### src/rtl/gpu_pkg.sv
// Shared draw-opcode constants and field layout, used by the assembler and the downstream decoder.
package gpu_pkg;
    localparam int OPCODE_W     = 96;
    localparam int WORD_W       = 16;
    localparam int WORDS_PER_OP = 6;
    localparam int SHAPE_W      = 4;
    localparam int COLOR_W      = 16;
    localparam int COORD_W      = 19;

    localparam int SHAPE_HI = 95;
    localparam int COLOR_HI = 91;
    localparam int C1_HI    = 75;
    localparam int C2_HI    = 56;
    localparam int C3_HI    = 37;
    localparam int C4_HI    = 18;

    localparam int SREG_W = OPCODE_W - WORD_W;
    localparam int CNT_W  = 3;
    localparam logic [CNT_W-1:0] LAST_WORD = CNT_W'(WORDS_PER_OP - 1);

    typedef struct packed {
        logic [9:0] x;
        logic [8:0] y;
    } coord_t;

    typedef struct packed {
        logic [SHAPE_W-1:0] shape;
        logic [COLOR_W-1:0] color;
        coord_t             c1;
        coord_t             c2;
        coord_t             c3;
        coord_t             c4;
    } opcode_t;
endpackage

### src/rtl/opcode_assembler_if.sv
// Word-stream input and opcode output handshake bundle of the opcode assembler.
interface opcode_assembler_if;
    import gpu_pkg::*;

    logic              abort;
    logic [WORD_W-1:0] in_word;
    logic              in_valid;
    logic              in_ready;
    opcode_t           opcode;
    logic              out_valid;
    logic              out_ready;
    logic              busy;
    logic              shape_err;

    modport master (
        output abort, in_word, in_valid, out_ready,
        input  in_ready, opcode, out_valid, busy, shape_err
    );

    modport slave (
        input  abort, in_word, in_valid, out_ready,
        output in_ready, opcode, out_valid, busy, shape_err
    );
endinterface

### src/rtl/opcode_assembler_fifo.sv
// Synchronous first-word-fall-through FIFO; head_dat reads as zero while empty.
// Caller must not push when full or pop when empty; push and pop may coincide.
module opcode_fifo #(
    parameter int WIDTH = 96,
    parameter int DEPTH = 2
) (
    input  logic             clk,
    input  logic             rst,
    input  logic             push,
    input  logic [WIDTH-1:0] push_dat,
    input  logic             pop,
    output logic [WIDTH-1:0] head_dat,
    output logic             empty,
    output logic             full
);
    localparam int PTR_W = (DEPTH > 1) ? $clog2(DEPTH) : 1;

    logic [WIDTH-1:0] mem [DEPTH];
    logic [PTR_W-1:0] wr_ptr;
    logic [PTR_W-1:0] rd_ptr;
    logic [PTR_W:0]   count;

    always_ff @(posedge clk) begin
        if (push) begin
            mem[wr_ptr] <= push_dat;
        end
    end

    // Pointers wrap naturally because DEPTH is a power of two.
    always_ff @(posedge clk) begin
        if (rst) begin
            wr_ptr <= '0;
            rd_ptr <= '0;
            count  <= '0;
        end else begin
            if (push) begin
                wr_ptr <= wr_ptr + 1'b1;
            end
            if (pop) begin
                rd_ptr <= rd_ptr + 1'b1;
            end
            case ({push, pop})
                2'b10:   count <= count + 1'b1;
                2'b01:   count <= count - 1'b1;
                default: count <= count;
            endcase
        end
    end

    assign empty    = (count == '0);
    assign full     = (count == (PTR_W + 1)'(DEPTH));
    assign head_dat = empty ? '0 : mem[rd_ptr];
endmodule

### src/rtl/opcode_assembler.sv
// Packs six 16-bit command words (MSB first) into a 96-bit draw opcode, drops illegal shapes,
// and buffers finished opcodes; in_ready only drops on the last word while the buffer is full.
module opcode_assembler
    import gpu_pkg::*;
#(
    parameter logic [15:0] SHAPE_MASK = 16'h07FF,
    parameter int          FIFO_DEPTH = 2
) (
    input  logic         clk,
    input  logic         rst,
    opcode_assembler_if.slave bus
);
    logic [CNT_W-1:0]    word_cnt;
    logic [SREG_W-1:0]   sreg;
    logic                legal_q;
    logic                shape_err_q;
    logic                fifo_full;
    logic                fifo_empty;
    logic                last_word;
    logic                accept;
    logic                push;
    logic                pop;
    logic [OPCODE_W-1:0] head_dat;

    assign last_word = (word_cnt == LAST_WORD);
    assign accept    = bus.in_valid && (!last_word || !fifo_full);
    // The final word bypasses the shift register so the opcode is pushed on the cycle it arrives.
    assign push      = accept && last_word && legal_q && !bus.abort;
    assign pop       = !fifo_empty && bus.out_ready;

    always_ff @(posedge clk) begin
        if (rst) begin
            word_cnt    <= '0;
            sreg        <= '0;
            legal_q     <= 1'b0;
            shape_err_q <= 1'b0;
        end else begin
            shape_err_q <= accept && last_word && !legal_q && !bus.abort;
            if (bus.abort) begin
                word_cnt <= '0;
                legal_q  <= 1'b0;
            end else if (accept) begin
                if (word_cnt == '0) begin
                    legal_q <= SHAPE_MASK[bus.in_word[WORD_W-1 -: SHAPE_W]];
                end
                if (last_word) begin
                    word_cnt <= '0;
                end else begin
                    word_cnt <= word_cnt + 1'b1;
                    sreg     <= {sreg[SREG_W-WORD_W-1:0], bus.in_word};
                end
            end
        end
    end

    opcode_fifo #(
        .WIDTH (OPCODE_W),
        .DEPTH (FIFO_DEPTH)
    ) u_fifo (
        .clk      (clk),
        .rst      (rst),
        .push     (push),
        .push_dat ({sreg, bus.in_word}),
        .pop      (pop),
        .head_dat (head_dat),
        .empty    (fifo_empty),
        .full     (fifo_full)
    );

    assign bus.in_ready  = !last_word || !fifo_full;
    assign bus.opcode    = opcode_t'(head_dat);
    assign bus.out_valid = !fifo_empty;
    assign bus.busy      = (word_cnt != '0);
    assign bus.shape_err = shape_err_q;
endmodule

### src/flat_wrapper.sv
// flat-port wrapper written by rule: the top's interface ports become plain ports
module opcode_assembler_flat import gpu_pkg::*;
#(
    parameter logic [15:0] SHAPE_MASK = 16'h07FF,
    parameter int          FIFO_DEPTH = 2
)
  (clk, rst, bus_abort, bus_in_word, bus_in_valid, bus_out_ready, bus_in_ready, bus_opcode, bus_out_valid, bus_busy, bus_shape_err);
  opcode_assembler_if bus_i ();
  input  logic clk;
  input  logic rst;
  input wire logic [$bits(bus_i.abort)-1:0] bus_abort;
  input wire logic [$bits(bus_i.in_word)-1:0] bus_in_word;
  input wire logic [$bits(bus_i.in_valid)-1:0] bus_in_valid;
  input wire logic [$bits(bus_i.out_ready)-1:0] bus_out_ready;
  output wire logic [$bits(bus_i.in_ready)-1:0] bus_in_ready;
  output wire logic [$bits(bus_i.opcode)-1:0] bus_opcode;
  output wire logic [$bits(bus_i.out_valid)-1:0] bus_out_valid;
  output wire logic [$bits(bus_i.busy)-1:0] bus_busy;
  output wire logic [$bits(bus_i.shape_err)-1:0] bus_shape_err;
  assign bus_i.abort = bus_abort;
  assign bus_i.in_word = bus_in_word;
  assign bus_i.in_valid = bus_in_valid;
  assign bus_i.out_ready = bus_out_ready;
  assign bus_in_ready = bus_i.in_ready;
  assign bus_opcode = bus_i.opcode;
  assign bus_out_valid = bus_i.out_valid;
  assign bus_busy = bus_i.busy;
  assign bus_shape_err = bus_i.shape_err;
  opcode_assembler #(.SHAPE_MASK(SHAPE_MASK), .FIFO_DEPTH(FIFO_DEPTH)) u_core (.clk(clk), .rst(rst), .bus(bus_i));
endmodule
### config.mk
export PLATFORM = sky130hd
export DESIGN_NAME = opcode_assembler_flat
export DESIGN_NICKNAME = d
export VERILOG_FILES = /design/src/rtl/gpu_pkg.sv /design/src/rtl/opcode_assembler_if.sv /design/src/rtl/opcode_assembler_fifo.sv /design/src/rtl/opcode_assembler.sv /design/src/flat_wrapper.sv
export SDC_FILE = /design/constraint.sdc
export NUM_CORES = 1
export LEC_CHECK = 0
export ABC_AREA = 1
export CAP_MARGIN = 20
export CORE_AREA = 2 2 143 145
export CTS_CLUSTER_SIZE = 16
export DETAILED_ROUTE_END_ITERATION = 8
export DIE_AREA = 0 0 145 147
export GPL_ROUTABILITY_DRIVEN = 0
export PLACE_DENSITY_LB_ADDON = 0.15
export SLEW_MARGIN = 20
export SYNTH_ARGS = -nofsm -noshare
export SYNTH_HDL_FRONTEND = slang
export SYNTH_SLANG_ARGS = --single-unit
### constraint.sdc
create_clock -name clk -period 20.7 [get_ports clk]
set_input_delay 5.175 -clock clk [delete_from_list [all_inputs] [get_ports clk]]
set_output_delay 5.175 -clock clk [all_outputs]
set_load 0.02 [all_outputs]
After elaboration in Yosys (flattened, before gate mapping)
Memories as Yosys holds them, arrays and structs flattened. A register that Yosys moved wholly into a read port is not among the register bits.
Index checks and enable logic that the tools add are counted.
{"block": "classes", "add_sub_neg": 5, "bitwise_logic": 2, "n_mux": 7, "n_reduce_logical": 20, "eq_ne": 4}
{"operator": "96-bit 2-to-1 mux", "count": 1}
{"operator": "1-bit logical AND", "count": 7}
{"operator": "1-bit zero test", "count": 5}
{"operator": "2-bit == test, second input constant", "count": 2}
{"operator": "1-bit 2-to-1 mux", "count": 4}
{"operator": "2-bit case mux with 2 select lines", "count": 1}
{"operator": "3-bit by 1-bit adder with 3-bit output, second input constant", "count": 1}
{"operator": "3-bit == test, second input constant", "count": 1}
{"operator": "3-bit zero test", "count": 1}
{"operator": "3-bit 2-to-1 mux", "count": 1}
{"operator": "3-bit AND reduction", "count": 1}
{"operator": "3-bit nonzero test", "count": 1}
{"operator": "1-bit adder, second input constant", "count": 2}
{"operator": "2-bit by 1-bit adder with 2-bit output, second input constant", "count": 1}
{"operator": "2-bit by 1-bit == test with 1-bit output, second input constant", "count": 1}
{"operator": "2-bit zero test", "count": 1}
{"operator": "1-bit NOT", "count": 2}
{"operator": "2-bit AND reduction", "count": 1}
{"operator": "2-bit nonzero test", "count": 1}
{"operator": "2-bit OR reduction", "count": 1}
{"operator": "2-bit by 1-bit subtractor with 2-bit output, second input constant", "count": 1}
{"operator": "1-bit logical OR", "count": 1}
{"block": "word_totals", "output_inout_bits": 100, "in_bits": 21, "ramBits": 192, "register_bits": 88, "rom_bits": 16, "n_memories": 2}
{"memory": "u_core.u_fifo.mem", "depth": 2, "word_bits": 96, "read_ports": 1, "rd_clocked_by_memory_dff": 1, "wr": 1, "line": "opcode_assembler_fifo.sv:18", "text": "logic [WIDTH-1:0] mem [DEPTH];"}
{"memory": "(no name shown)", "depth": 16, "word_bits": 1, "read_ports": 1, "rd_clocked_by_memory_dff": 1, "wr": 0, "line": "opcode_assembler.sv:44", "text": "legal_q <= SHAPE_MASK[bus.in_word[WORD_W-1 -: SHAPE_W]];"}

Depth between registers and ports, before layout
Gate-level depths: netlist of run 1.
{"block": "logic_depth", "word_depth": 9, "depth_mapped": 9, "mapped_depth_nobuf": 9}

By module
A second synthesis of run 1 with hierarchy kept.
{"block": "hier_totals", "cells_unflattened": 944, "hier_area_um2": 10697.8}
{"mod": "opcode_fifo", "cells_each": 545, "seq_area_each_um2": 5865.6, "n_inst": 1, "area_each_um2": 7562.3}
{"mod": "opcode_assembler", "cells_each": 399, "seq_area_each_um2": 1701.6, "n_inst": 1, "area_each_um2": 3135.5}

Worst setup path before layout of run 1
Ideal clock, no wire load.
{"block": "synth_path", "kind": "input to register", "startpoint": "input port bus_in_valid", "endpoint": "memory u_core.u_fifo.mem[0][0] (enable)", "t_required_ns": 20.148, "arrival_time_ns": 9.550, "path_buffers": 1, "setup_time_ns": 0.552, "cell_stages": 3, "setup_slack_ns": 10.598, "path_cell_list": "buf_2 nand4_1 nor2_1"}
{"block": "synth_between", "elab_chain_cells": 6}
{"item": "start, declared", "line": "flat_wrapper.sv:13", "text": "input wire logic [$bits(bus_i.in_valid)-1:0] bus_in_valid;"}
{"item": "1-bit logical AND", "line": "opcode_assembler.sv:26", "text": "assign accept = bus.in_valid && (!last_word || !fifo_full);"}
{"item": "1-bit logical AND (3 in series)", "line": "opcode_assembler.sv:28", "text": "assign push = accept && last_word && legal_q && !bus.abort;"}
{"item": "1-bit 2-to-1 mux", "line": "opcode_assembler_fifo.sv:24", "text": "if (push) begin"}
{"item": "1-bit 2-to-1 mux (implied by the code)", "line": "opcode_assembler_fifo.sv:25", "text": "mem[wr_ptr] <= push_dat;"}
{"item": "end, declared", "line": "opcode_assembler_fifo.sv:18"}
Every way passes these cells.

==> run_results.csv, run 1 <==
group,metric,value,unit
status,status,"finished clean",
timing,slew_headroom,0.341,
routing,routed_wl,22.4,mm
place,portBuffers,120,
floorplan,die-area,21300,um2
job,drv_cap,0,
floorplan,coreArea,19800,um2
floorplan,die_height,147,um
global_route,grt_pass1_vias,6436,
power,leakagePower,4.50,nW
synthesis,synth_top_cells_by_count,"nand2_1, edfxtp_1, a21oi_1",
routing,route.vias.total,6805,
timing,tightest_slew,0.989,ns
synthesis,yosys.area_share.simple,0.0817,
floorplan,initial_utilization,0.526,
clock_network,cts_inserted_buffers,28,
floorplan,die_width,145,um
global_route,grt_first_pass_wirelength,34.6,mm
finish,area_growth_syn_to_layout,22.4,%
synthesis,yosysWarnings,0,
synthesis,synth_top_family_by_area,"compound AO/OA/AOI/OAI gates",
global_route,antenna_found_initial,0,
finish,final_area,12800,um2
routing,dr.pass1.iters,5,
min_path,min_path_type,"flip-flop to flip-flop",
critical_path,r2r-start,"u_core.word_cnt[0]",
power,p_per_area,90.5,nW/um2
floorplan,ios,121,
timing,fin_crit_sh,0.394,
timing,drv_slew,0,
min_path,min_from,"u_core.legal_q",
clock_network,cts_hold_buffers,0,
global_route,grt_max_degree,109,
critical_path,endpoint_kind,"primary output",
routing,dr.first_iter.drc_count,443,
clock_network,path_clk_slew,0.06,ns
routing,wl_per_cell,16.9,um
timing,rsz0062_at_grt,"false",
synthesis,synth_ff_type,"edfxtp_1",
finish,num_antenna_cells,0,
timing,post-route-min-period,8.16,ns
synthesis,syn_area,10400,um2
synthesis,syn_inst,933,
clock_network,clock_latency,0.53,ns
critical_path,ff2ff_setup_slack,17.59,ns
synthesis,synthAdderAreaFrac,0.00120,
clock_network,cts_root_buf,"clkbuf_16",
timing,finalSetupViolations,0,
timing,fmax,122,MHz
min_path,min_path_cells,1,
routing,drcViolationCount,0,
synthesis,ys_types,22,
power,ir_worst_vdd,0.0000676,V
clock_network,clockBufferDepth,3,
timing,clock-skew-final,0.0159,ns
place,dpl_cell_area,11800,um2
finish,fill_cells,1559,
synthesis,yosys_register_bits,282,
routing,viasPerCell,5.13,
timing,hold_viol,0,
critical_path,critPathArrivalTime,2.99,ns
clock_network,cts_tree,"yes",
synthesis,ys_seq_area_frac,0.725,
finish,final_nets,1057,
synthesis,synth_fp_nets,955,
synthesis,yosysMostFrequentCell,"nand2_1",
place,dp_hpwl,13.1,mm
clock_network,cts_setup_buffers,0,
critical_path,required,15.53,ns
synthesis,synth_xor_area_frac,0,
synthesis,synth.area.mux_share,0,
synthesis,async_flop_share,0,
critical_path,worstSetupStartpointType,"flip-flop",
critical_path,reg2reg_to,"u_core.u_fifo.mem[0][79]",
critical_path,r2r.worst_path.cells,6,
clock_network,h-tree-depth,1,
floorplan,num_rows,52,
synthesis,syn_avg_cell_area,11.2,um2
synthesis,yosys.area.top_type_share,0.553,
clock_network,cts_resized,0,
finish,layout-drive-gt1-share,0.0577,
critical_path,critical_path_class,"flip-flop to primary output",
synthesis,synth_compound_area_frac,0.132,
global_route,track_usage,0.204,
synthesis,ys_top_cells_by_area,"edfxtp_1, dfxtp_1, a21oi_1",
synthesis,yosys.area.top_type,"edfxtp_1",
power,power,0.00116,W
critical_path,crit_path_max_fanout,81,
clock_network,clock_sinks,282,
synthesis,synth_edf_count,192,
routing,antenna_left,0,
timing,setup_tns,0,ns
global_route,grt.overflow.total,0,
min_path,hold_end,"u_core.bus.shape_err",
flip-flops by register name, indices dropped and copies added, names as in the netlist, named ones only:
signal	flops
u_core.u_fifo.count	2
u_core.sreg	80
u_core.u_fifo.mem	192
u_core.u_fifo.rd_ptr	1
u_core.u_fifo.wr_ptr	1
u_core.bus.shape_err	1
u_core.word_cnt	3
u_core.legal_q	1
power breakdown:
part           internal [W]  switching [W]
clock              0.000303       0.000200
sequential         0.000612      0.0000115
combinational     0.0000111      0.0000180
total              0.000926       0.000230
cell type report:
type,count,area [um2],share of cell area
flip-flops and latches,282,7570,0.593
clock buffers,44,875,0.0685
repair buffers,130,1280,0.100
multi-input cells,495,2270,0.178
inverters,98,368,0.0288
clock inverters,8,70.1,0.00549
well taps,270,338,0.0265
critical path, stage by stage (launching register included):
cell             delay [ns]
dfxtp_4                0.34
inv_2                  0.23
buf_4                  0.76
nand2_1                0.12
a21oi_1                0.29
clkdlybuf4s50_1        0.68
per-stage QoR:
| stage | hold slack (ns) | instances | utilization | setup WS (ns) |
|---|---|---|---|---|
| floorplan | 0.398 | 933 | - | 10.60 |
| global placement | 0.423 | 1275 | 0.596 | 12.60 |
| detailed placement | 0.429 | 1275 | 0.596 | 12.52 |
| CTS | 0.447 | 1327 | 0.643 | 12.52 |
| global route | 0.466 | 1327 | 0.643 | 12.38 |
| finish | 0.440 | 1327 | 0.643 | 12.54 |
how the worst max path moves through the flow:
stage / end / from / slack (ns) / depth (start not counted)
after floorplan: u_core.u_fifo.mem[0][0] / bus_in_valid / 10.60 / 3
after global placement: u_core.u_fifo.mem[0][64] / bus_in_valid / 12.60 / 5
after detailed placement: u_core.u_fifo.mem[0][69] / bus_in_valid / 12.52 / 5
after CTS: bus_opcode[42] / flip-flop / 12.52 / 5
after global routing: bus_opcode[23] / flip-flop / 12.38 / 5
final: bus_opcode[42] / flip-flop / 12.54 / 5
cells by family after synthesis:
family          Yosys count
compound gates          272
buf+inv                 156
flops                   282
fa+ha+maj                 1
simple gates            222
per-layer routing:
layer	track usage	up-vias	share of wire
li1	-	3376	-
met1	0.274	3236	0.44
met2	0.350	166	0.50
met3	0.0289	27	0.044
met4	0.0619	0	0.020
met5	0	-	0
layout by cell type, fill, tap and decap left out, drive strengths merged, types with 3 or more instances in the layout:
cell type	netlist	routed
edfxtp	192	192
nand3	6	6
nor2	11	11
clkdlybuf4s50	0	120
clkbuf	33	44
inv	97	99
buf	25	10
clkinv	1	6
a21oi	183	183
o21ai	86	86
dfxtp	90	90
nand2	201	201
nand4	3	3
Power figures use the tool's default switching activity.
==> inputs of run 2 (changes only) <==
- clock period: 20.7 -> 8.5 ns (I/O delays scaled with it)
==> run_results.csv, run 2 (same netlist as run 1, synthesis figures left out) <==
group,metric,value,unit
status,status,"finished clean",
clock_network,cts_root_buf,"clkbuf_16",
routing,routed_wl,22.3,mm
critical_path,crit_path_max_fanout,56,
clock_network,h-tree-depth,1,
clock_network,cts_inserted_buffers,28,
finish,layout.cells.most_common,"nand2_1",
timing,finalSetupViolations,0,
timing,tightest_slew,1.11,ns
floorplan,coreArea,19800,um2
timing,post-route-min-period,5.36,ns
global_route,track_usage,0.205,
timing,setup_tns,0,ns
critical_path,worstSetupStartpointType,"flip-flop",
critical_path,endpoint_kind,"primary output",
finish,regMostFlops,"u_core.u_fifo.mem",
timing,drv_slew,0,
finish,layout-drive-gt1-share,0.0530,
finish,num_antenna_cells,0,
critical_path,critical_path_class,"flip-flop to primary output",
critical_path,ff2ff_setup_slack,5.43,ns
floorplan,initial_utilization,0.526,
critical_path,crit_end,"bus_opcode[26]",
clock_network,clockBufferDepth,3,
clock_network,path_clk_slew,0.06,ns
clock_network,cts_setup_buffers,0,
floorplan,die_width,145,um
power,ir_worst_vdd,0.000169,V
power,leakagePower,4.45,nW
power,p_sw_frac,0.201,
timing,rsz0062_at_grt,"false",
routing,drcViolationCount,0,
place,dp_hpwl,13.0,mm
floorplan,die-area,21300,um2
power,p_per_area,216,nW/um2
place,portBuffers,120,
routing,viasPerCell,5.16,
finish,area_growth_syn_to_layout,21.6,%
routing,wl_per_cell,16.8,um
timing,clock-skew-final,0.00666,ns
timing,fmax,186,MHz
global_route,grt_first_pass_wirelength,34.8,mm
power,pwr-share-seq,0.554,
clock_network,cts_tree,"yes",
min_path,min_path_type,"flip-flop to flip-flop",
finish,final_cell_mix,"nand2_1, edfxtp_1, a21oi_1",
critical_path,critPathArrivalTime,3.24,ns
clock_network,cts_hold_buffers,0,
floorplan,die_height,147,um
clock_network,clock_latency,0.52,ns
critical_path,reg2reg_to,"u_core.u_fifo.mem[0][77]",
finish,final_nets,1057,
place,dpl.cell_count,1275,
timing,slew_headroom,0.257,
routing,dr.pass1.iters,4,
global_route,grt_pass1_vias,6378,
global_route,grt_max_degree,109,
power,power_frac_comb,0.026,
routing,route.vias.total,6848,
global_route,grt.overflow.total,0,
critical_path,required,6.38,ns
power,p_clk_frac,0.420,
critical_path,r2r-start,"u_core.word_cnt[0]",
floorplan,num_rows,52,
power,internal-power,0.00219,W
global_route,antenna_found_initial,0,
finish,largest_reg_flops,192,
finish,final_cells,1327,
routing,antenna_left,0,
floorplan,ios,121,
job,drv_cap,0,
critical_path,r2r.worst_path.cells,6,
routing,dr.first_iter.drc_count,590,
timing,hold_viol,0,
clock_network,clock_sinks,282,
clock_network,cts_resized,0,
timing,fin_crit_sh,0.631,
finish,reg_top3,"u_core.u_fifo.mem: 192 flops, u_core.sreg: 80 flops, u_core.word_cnt: 3 flops",
power,p_switching,0.000551,W
-- run 2: changes by cell type in the layout (fill, tap and decap cells not counted), sizes merged --
cell,delta
inv,-1
clkinvlp,+1
clkbuf,-3
clkinv,+3
-- run 2: per-stage QoR --
stage          utilization  power (W)  hold WS, ns  worst slack (ns)  cell area, um2
3_5_place_dp         0.596    0.00162        0.431              3.36           11800
5_1_grt              0.639    0.00283        0.463              2.93           12700
4_1_cts              0.639    0.00276        0.442              3.09           12700
2_1_floorplan            -    0.00158        0.398              1.45           10400
6_report             0.639    0.00274        0.441              3.14           12700
3_3_place_gp         0.596    0.00162        0.424              3.42           11800
-- run 2: worst min-delay path by stage --
stage | from | end | slack (ns) | cells after the start
after CTS | u_core.u_fifo.rd_ptr | flip-flop | 0.44 | 1
after floorplan | u_core.legal_q | u_core.bus.shape_err | 0.40 | 1
after global routing | u_core.sreg[76] | u_core.u_fifo.mem[1][92] | 0.46 | 0
final | u_core.u_fifo.rd_ptr | flip-flop | 0.44 | 1
after global placement | u_core.u_fifo.rd_ptr | flip-flop | 0.42 | 1
after detailed placement | u_core.u_fifo.rd_ptr | flip-flop | 0.43 | 1
-- run 2: final cells by class --
class                   instances  area (um2)
clock inverters                11        77.6
inverters                      98         368
well taps                     270         338
clock buffers                  41         791
fillers                      1566        7160
flip-flops and latches        282        7570
repair buffers                130        1280
multi-input cells             495        2270
-- run 2: critical path: stages (launching register included) --
cell             delay [ns]
dfxtp_4                0.34
inv_2                  0.71
buf_4                  0.56
nand2_1                0.12
a21oi_1                0.26
clkdlybuf4s50_1        0.66
-- run 2: per-layer routing --
layer	global-route usage	wire length (um)
met1	0.288	9880
met3	0.0295	1220
met4	0.0500	378
met2	0.344	10800
met5	0	0
-- run 2: power by group through the flow --
stage / logic (W) / clock network [W] / registers (W)
after floorplan: 0.0000475 / 0 / 0.00154
after global placement: 0.0000695 / 0 / 0.00155
after detailed placement: 0.0000711 / 0 / 0.00155
after CTS: 0.0000715 / 0.00117 / 0.00152
after global routing: 0.0000820 / 0.00123 / 0.00152
final: 0.0000704 / 0.00115 / 0.00152
